File: src/rtl/shape_sfr_initiator.sv
// shape_sfr_initiator: issues write-then-verify or read-only-verify accesses to
// the shape processor's CTRL register and reports a status per command.
// CTRL is checked against a shadow of the value it should hold. Only the
// SHAPE [17:16] and OPERATION [4:0] fields are compared.
module shape_sfr_initiator #(
    parameter logic [31:0] CTRL_RESET_VALUE = 32'h0000_0000,
    parameter int          CNT_W            = 16
) (
    input  logic             clk,
    input  logic             rst,
    input  logic             cmd_valid,
    output logic             cmd_ready,
    input  logic             cmd_read_only,
    input  logic [1:0]       cmd_shape,
    input  logic [4:0]       cmd_operation,
    output logic             write,
    output logic [31:0]      write_data,
    output logic             read,
    input  logic [31:0]      read_data,
    input  logic             error,
    output logic             rsp_valid,
    input  logic             rsp_ready,
    output logic [1:0]       rsp_status,
    output logic             rsp_error,
    output logic [31:0]      rsp_ctrl,
    output logic [CNT_W-1:0] ok_count,
    output logic [CNT_W-1:0] mismatch_count
);

    localparam logic [2:0] S_IDLE  = 3'd0;
    localparam logic [2:0] S_WRITE = 3'd1;
    localparam logic [2:0] S_READ  = 3'd2;
    localparam logic [2:0] S_CHECK = 3'd3;
    localparam logic [2:0] S_RESP  = 3'd4;

    localparam logic [1:0] ST_OK       = 2'd0;
    localparam logic [1:0] ST_REJECTED = 2'd1;
    localparam logic [1:0] ST_MISMATCH = 2'd2;

    // Bits of CTRL that carry state: SHAPE and OPERATION. The rest are reserved.
    localparam logic [31:0] CMP_MASK = 32'h0003_001F;

    logic [2:0]       r_state;
    logic             r_read_only;
    logic [1:0]       r_shape;
    logic [4:0]       r_op;
    logic             r_err;
    logic [31:0]      r_shadow;
    logic [1:0]       r_rsp_status;
    logic             r_rsp_error;
    logic [31:0]      r_rsp_ctrl;
    logic [CNT_W-1:0] r_ok_cnt;
    logic [CNT_W-1:0] r_mis_cnt;

    logic             w_shape_legal;
    logic             w_shadow_upd;
    logic [31:0]      w_write_data;
    logic [31:0]      w_shadow_next;
    logic [31:0]      w_bit_diff;
    logic             w_mismatch;
    logic [1:0]       w_status;
    logic             w_out_en;

    // Only RECTANGLE (01) and TRIANGLE (10) are accepted by the processor.
    assign w_shape_legal = (r_shape == 2'b01) || (r_shape == 2'b10);
    assign w_write_data  = {14'b0, r_shape, 11'b0, r_op};

    // The processor drops an illegal-shape write entirely, so the shadow
    // follows only legal writes. Compare against the post-write expectation.
    assign w_shadow_upd  = !r_read_only && w_shape_legal;
    assign w_shadow_next = w_shadow_upd ? {r_shadow[31:18], r_shape, r_shadow[15:5], r_op}
                                        : r_shadow;

    generate
        for (genvar gi = 0; gi < 32; gi++) begin : g_cmp
            assign w_bit_diff[gi] = CMP_MASK[gi] & (read_data[gi] ^ w_shadow_next[gi]);
        end
    endgenerate

    assign w_mismatch = |w_bit_diff;
    assign w_status   = w_mismatch                          ? ST_MISMATCH :
                        (!r_read_only && !w_shape_legal)    ? ST_REJECTED : ST_OK;

    // Command sequencing: IDLE -> [WRITE] -> READ -> CHECK -> RESP -> IDLE
    always_ff @(posedge clk) begin
        if (rst) begin
            r_state     <= S_IDLE;
            r_read_only <= 1'b0;
            r_shape     <= 2'b00;
            r_op        <= 5'b0;
        end else begin
            case (r_state)
                S_IDLE: begin
                    if (cmd_valid) begin
                        r_read_only <= cmd_read_only;
                        r_shape     <= cmd_shape;
                        r_op        <= cmd_operation;
                        r_state     <= cmd_read_only ? S_READ : S_WRITE;
                    end
                end
                S_WRITE: r_state <= S_READ;
                S_READ:  r_state <= S_CHECK;
                S_CHECK: r_state <= S_RESP;
                S_RESP: begin
                    if (rsp_ready) begin
                        r_state <= S_IDLE;
                    end
                end
                default: r_state <= S_IDLE;
            endcase
        end
    end

    // Error flag is valid the cycle after the write strobe, i.e. during READ
    always_ff @(posedge clk) begin
        if (rst) begin
            r_err <= 1'b0;
        end else if (r_state == S_READ) begin
            r_err <= r_read_only ? 1'b0 : error;
        end
    end

    // Check result: shadow commit and response registers loaded at end of CHECK
    always_ff @(posedge clk) begin
        if (rst) begin
            r_shadow     <= CTRL_RESET_VALUE;
            r_rsp_status <= 2'b00;
            r_rsp_error  <= 1'b0;
            r_rsp_ctrl   <= 32'b0;
        end else if (r_state == S_CHECK) begin
            r_shadow     <= w_shadow_next;
            r_rsp_status <= w_status;
            r_rsp_error  <= r_err;
            r_rsp_ctrl   <= read_data;
        end
    end

    // Saturating statistics, updated together with the response
    always_ff @(posedge clk) begin
        if (rst) begin
            r_ok_cnt  <= '0;
            r_mis_cnt <= '0;
        end else if (r_state == S_CHECK) begin
            if (w_status == ST_MISMATCH) begin
                if (r_mis_cnt != '1) begin
                    r_mis_cnt <= r_mis_cnt + CNT_W'(1);
                end
            end else if (r_ok_cnt != '1) begin
                r_ok_cnt <= r_ok_cnt + CNT_W'(1);
            end
        end
    end

    // Every output is forced low while reset is asserted, whatever the state.
    assign w_out_en       = ~rst;
    assign cmd_ready      = w_out_en && (r_state == S_IDLE);
    assign write          = w_out_en && (r_state == S_WRITE);
    assign write_data     = write ? w_write_data : 32'b0;
    assign read           = w_out_en && (r_state == S_READ);
    assign rsp_valid      = w_out_en && (r_state == S_RESP);
    assign rsp_status     = w_out_en ? r_rsp_status : 2'b00;
    assign rsp_error      = w_out_en && r_rsp_error;
    assign rsp_ctrl       = w_out_en ? r_rsp_ctrl : 32'b0;
    assign ok_count       = w_out_en ? r_ok_cnt : '0;
    assign mismatch_count = w_out_en ? r_mis_cnt : '0;

endmodule

File: config.mk
export PLATFORM = sky130hd
export DESIGN_NAME = shape_sfr_initiator
export DESIGN_NICKNAME = d
export VERILOG_FILES = /design/src/rtl/shape_sfr_initiator.sv
export SDC_FILE = /design/constraint.sdc
export NUM_CORES = 1
export LEC_CHECK = 0
export ABC_AREA = 1
export ABC_CLOCK_PERIOD_IN_PS = 1700
export BUFFER_PORTS_ARGS = -buffer_cell sky130_fd_sc_hd__buf_2
export CORE_ASPECT_RATIO = 1.2
export CORE_UTILIZATION = 40
export DETAILED_ROUTE_END_ITERATION = 10
export GPL_TIMING_DRIVEN = 0
export PLACE_DENSITY = 0.65
export SLEW_MARGIN = 20
export SYNTH_ARGS = -nofsm -noshare
export SYNTH_HDL_FRONTEND = slang
export SYNTH_SLANG_ARGS = --single-unit
File: constraint.sdc
create_clock -name clk -period 1.7 [get_ports clk]
set_input_delay 0.085 -clock clk [delete_from_list [all_inputs] [get_ports clk]]
set_output_delay 0.085 -clock clk [all_outputs]
set_load 0.03 [all_outputs]
; Word-level counts from Yosys, hierarchy flattened
; Cells that the tools add are included.
[classes]
add_sub_neg = 2
eq_ne = 11
mux = 13
bitwise_logic = 9
reduce_logical = 16
[ops]
columns = op, count
row1 = two-way mux 18 bit, 2
row2 = adder 16 x 1 -> 16 bit (second input constant), 2
row3 = two-way mux 16 bit, 2
row4 = two-way mux 32 bit, 1
row5 = inequality test 16 bit (second input constant), 2
row6 = one-hot mux 3 bit (5 select lines), 1
row7 = logical AND 1 bit, 7
row8 = OR reduction 7 bit, 1
row9 = XOR 1 bit, 7
row10 = equality test 3 x 2 -> 1 bit (second input constant), 2
row11 = two-way mux 2 bit, 3
row12 = two-way mux 3 bit, 2
row13 = AND reduction 3 bit, 2
row14 = equality test 2 bit (second input constant), 2
row15 = inequality test 2 bit (second input constant), 2
row16 = AND reduction 2 bit, 2
row17 = equality test 3 x 1 -> 1 bit (second input constant), 1
row18 = equality test 3 bit (second input constant), 1
row19 = logical NOT 3 bit, 1
row20 = equality test 2 x 1 -> 1 bit (second input constant), 1
row21 = logical NOT 1 bit, 2
row22 = two-way mux 1 bit, 2
row23 = inverter 1 bit, 2
row24 = logical OR 1 bit, 1
[word_totals]
register_bits = 86
out_inout_bits = 103
wordCells = 62

; Depth between registers and ports, before layout
[depth]
word_depth = 10
ltp_mapped = 15
ltp_nobuf = 14

; Worst setup path after synthesis
; No wires, ideal clock.
[synth_timing]
kind = reg2out
start = register r_state[0]
end = output write_data[0]
arrival_ps = 2199
required_ps = 1615
setup_slack_ps = -584
path_stages_with_launch = 5
path_cell_list = dfxtp_1 > inv_1 > nor4_1 > inv_1 > nor2_1
[synth_via]
elab_chain_cells = 3
[synth_lines]
columns = item, line
row1 = "start, declared", 43  ; logic [2:0] r_state;
row2 = "start signal, assigned", 98  ; r_state <= cmd_read_only ? S_READ : S_WRITE;
row3 = equality test 3 x 1 -> 1 bit, 157  ; assign write = w_out_en && (r_state == S_WRITE);
row4 = logical AND 1 bit, 157
row5 = named net write, 16  ; output logic write,
row6 = two-way mux 18 bit, 158  ; assign write_data = write ? w_write_data : 32'b0;
row7 = "end, declared", 17  ; output logic [31:0] write_data,
; The timed path passes the listed nets, and every way through them passes these cells.

; Final worst setup path
[layout_timing]
start = register r_shape[0]
end = register r_ok_cnt[15]
[layout_via]
elab_chain_cells = 10
elab_cells_between_ends = 20
[layout_lines]
columns = item, line
row1 = "start, declared", 45  ; logic [1:0] r_shape;
row2 = "start signal, assigned", 96  ; r_shape <= cmd_shape;
row3 = equality test 2 x 1 -> 1 bit or equality test 2 bit (tied branches), 65  ; assign w_shape_legal = (r_shape == 2'b01) || (r_shape == 2'b10);
row4 = logical OR 1 bit, 65
row5 = logical AND 1 bit, 70  ; assign w_shadow_upd = !r_read_only && w_shape_legal;
row6 = two-way mux 18 bit, 71  ; assign w_shadow_next = w_shadow_upd ? {r_shadow[31:18], r_shape, r_shadow[15:5], r_op}
row7 = XOR 1 bit, 76  ; assign w_bit_diff[gi] = CMP_MASK[gi] & (read_data[gi] ^ w_shadow_next[gi]);
row8 = OR reduction 7 bit, 80  ; assign w_mismatch = |w_bit_diff;
row9 = two-way mux 2 bit *, 81  ; assign w_status = w_mismatch ? ST_MISMATCH :
row10 = equality test 2 bit *, 144  ; if (w_status == ST_MISMATCH) begin
row11 = inverter 1 bit (no line) *, n/a
row12 = AND reduction 3 bit (no line) *, n/a
row13 = "end signal, assigned", 149  ; r_ok_cnt <= r_ok_cnt + CNT_W'(1);
row14 = "end, declared", 52  ; logic [CNT_W-1:0] r_ok_cnt;
; Mark *: on every way between the ends. The rest lies on a longest branch, timed or not.
; A chain may end at the register's enable or synchronous reset.

==> run metrics <==
setup ws final -222 ps; GRT Total Usage 0.235; Setup crit end kind flip-flop; total grt overflow 0; final hold vios 0; Sink Count 86; CP Max Fanout 8; Max rail drop VDD ~530 uV; vias in the first global route 4760; critical path arrival 2120 ps; Layout Utilization 0.581; Synth Cell Area around 4800 sq um; Area Growth Syn to Fin 40.3%; non-filler cells, final 1091; clock-pin transition on the worst setup and hold timing paths 70 ps; max-slew violations 0; RSZ-0062 raised after global routing true; crit start category flip-flop; worst reg2reg setup slack -220 ps; Reg power frac 0.420; power share of the clock group 0.390; chip width around 100 microns; CORE AREA around 12000 sq um; Initial DRC Count 204; critical path cell sequence inv_4 > nand2_4 > nand3_4 > nand2_2 > nand2_2 > nand2_2 > nand2_1 > nor2_2 > nand2_2 > nor2_8 > nand3_4 > buf_4 > buf_4 > nand2_1 > a21oi_1; DR pass1 iterations 4; Final setup viols 34; Switch Pwr 1500 uW; total I/O pin count 148; DRC 0; first-pass GRT wire length 22.8 mm; Num CTS Buffers 9; Tcrit/Tclk final 1.13; Logic pwr share 0.190; Maximum Capacitance Violations 0; Net Sw Frac 0.292; Die Y-Extent 122 microns; Worst Skew about 7.0 ps; kind of critical path flip-flop to flip-flop; Worst Setup SP r_shape[0]; YS warnings 0; hold endpoint r_rsp_ctrl[23]; Tmin final approximately 1900 ps; slowest CP cell dfxtp_4; antenna cells 0; hold_sp read_data[23]; count of cell types in the netlist 32; overall power a little over 5000 uW; WHS Path Cells 3; max frequency ~520 MHz; Final HPWL DP 9.79 mm; Critical path buffers and inverters 3; nets roughly 980; routed len/inst 13.4 microns; Pleak 0.00314 uW; CTS tree built; Reg2Reg Depth 15; RD Place Congestion around 0.85; reg2reg start r_shape[0]; syn_area_per_cell about 6.7 sq um; failing checks setup timing; Synth top area share 0.356; share of layout cells above drive strength 1 0.322; sequential area share after synthesis 0.356; status finished with violations; Max-slew headroom 0.617; worst slew pin tran 575 ps; H-tree levels 3; clk_lat worst skew between 300 and 400 ps; hold_buf cts 0; via count 5232; clk root buf clkbuf_16; initial antenna violation count 0; Min-Delay Path Class input port to flip-flop; Initial Utilization 0.414; dpl cells 1027; ANT nets after route 0; Buffers on Ports about 120; DR vias/cell 4.80; Seq cells post-synth 86; Synth area leaders dfxtp_1, nor2_1, inv_1; largest net degree at the start of global routing 14; CP delay by family, top simple AND/OR/NAND/NOR gates; Syn Inst Count approximately 730; r2r endpoint r_ok_cnt[15]; worst endpoint required time 1900 ps; Die ar. around 13000 sq um; Synth area leader dfxtp_1; Power Density 756 nW/um^2; CP peak stage delay roughly 390 ps; routed wire length approximately 15 mm; Max clock buf depth 2; CP most frequent cell nand2_2; row count 43; internal power approximately 3600 uW
[power groups by stage]
| stage | Combinational [uW] | Sequential (uW) | Clock (uW) |
|---|---|---|---|
| floorplan | 579 | 2180 | 0 |
| global placement | 772 | 2180 | 0 |
| detailed placement | 774 | 2190 | 0 |
| CTS | 901 | 2150 | 2030 |
| global route | 1070 | 2160 | 2110 |
| finish | 973 | 2160 | 2000 |
[logic make-up (layout without fill, tap and decap cells)]
kind of cell    Yosys count  in the layout  synth area share
other cells               1             25          0.000776
compound gates          127            127             0.134
simple gates            314            314             0.302
flops                    86             86             0.356
xor+xnor                 23             23            0.0417
buf+inv                 172            357             0.160
fa+ha+maj                 2              2           0.00518
[synthesized netlist by cell type (all sizes together)]
library cell,number
a211oi,1
nor4,4
nand3,36
nor2,115
nand3b,3
nor3,15
inv,110
nand2,105
dfxtp,86
ha,2
a2111oi,1
xor2,23
or2,1
o21ai,50
buf,34
conb,1
o211ai,2
clkbuf,28
a21oi,73
nand4,35
[sequential cells by signal, summed over array words and instances, names as in the netlist]
| name | cells |
|---|---|
| r_shape | 2 |
| r_op | 5 |
| r_ok_cnt | 16 |
| r_rsp_status | 2 |
| r_mis_cnt | 16 |
| r_err | 1 |
| r_shadow | 7 |
| r_rsp_error | 1 |
| r_state | 3 |
| r_rsp_ctrl | 32 |
| r_read_only | 1 |
[repair_timing]
item                                    in CTS  in global routing
endpoints found under the setup margin     136                 86
pin swaps                                   25                 16
cloned                                       5                  0
hold endpoints to repair                     0                  0
resized for setup                           71                 23
buffers inserted                            39                  5
[through the flow]
stage | worst slack [ps] | setup TNS (ps) | hold slack, ps | instance area [sq um]
5_1_grt | -313 | -8840 | 38.5 | 6780
3_3_place_gp | -327 | -31940 | 364 | 5760
6_report | -222 | -5210 | 23.6 | 6780
4_1_cts | -158 | -3630 | 19.8 | 6670
3_5_place_dp | -360 | -32830 | 370 | 5760
2_1_floorplan | 2.84 | 0 | 233 | 4950
[final cells by class]
type	instances	area [sq um]
Fill cell	1144	4890
Multi-Input combinational cell	491	2670
Sequential cell	86	1740
Timing Repair Buffer	170	1050
Inverter	110	420
Buffer	61	395
Clock buffer	14	294
Tap cell	157	196
Clock inverter	2	12.5
[worst max-delay path by stage]
stage	end	depth (start not counted)	slack [ps]
final	r_ok_cnt[15]	15	-220
after global routing	r_ok_cnt[15]	13	-310
after CTS	r_ok_cnt[11]	15	-160
after detailed placement	r_op[1]	6	-360
after global placement	rsp_ctrl[1]	5	-330
after floorplan	r_ok_cnt[6]	15	3
[layout by cell type (no fill, tap or decap), types with 4 or more instances in the layout]
| master | Yosys | routed |
|---|---|---|
| inv_1 | 104 | 103 |
| nor2_2 | 8 | 8 |
| clkbuf_2 | 0 | 8 |
| a21oi_1 | 73 | 70 |
| dfxtp_4 | 0 | 4 |
| buf_6 | 4 | 10 |
| buf_4 | 25 | 64 |
| nor2_1 | 106 | 103 |
| nand2_2 | 4 | 20 |
| buf_2 | 2 | 122 |
| nand2_1 | 100 | 82 |
| conb_1 | 1 | 25 |
| o21ai_0 | 50 | 49 |
| nor3_1 | 14 | 13 |
| dfxtp_1 | 86 | 79 |
| clkbuf_16 | 0 | 9 |
| nand3_2 | 1 | 4 |
| inv_2 | 6 | 5 |
| nand4_1 | 35 | 35 |
| nand3_1 | 32 | 22 |
| clkbuf_8 | 0 | 7 |
| xor2_1 | 23 | 23 |
| nand3_4 | 3 | 10 |
| clkbuf_1 | 28 | 17 |
[per-layer routing]
metal | wire length [microns] | track usage | up-vias
met5 | 0 | 0 | -
met3 | 712 | 0.0251 | 19
li1 | - | - | 2686
met1 | 6170 | 0.287 | 2356
met4 | 232 | 0.0920 | 0
met2 | 7540 | 0.419 | 171
[worst register-to-register path: stages (launching register included)]
cell	delay [ps]
dfxtp_4	390
inv_4	60
nand2_4	80
nand3_4	130
nand2_2	110
nand2_2	70
nand2_2	70
nand2_1	60
nor2_2	90
nand2_2	90
nor2_8	120
nand3_4	100
buf_4	150
buf_4	130
nand2_1	70
a21oi_1	70
Note: power is estimated with default switching activity, not from simulation.
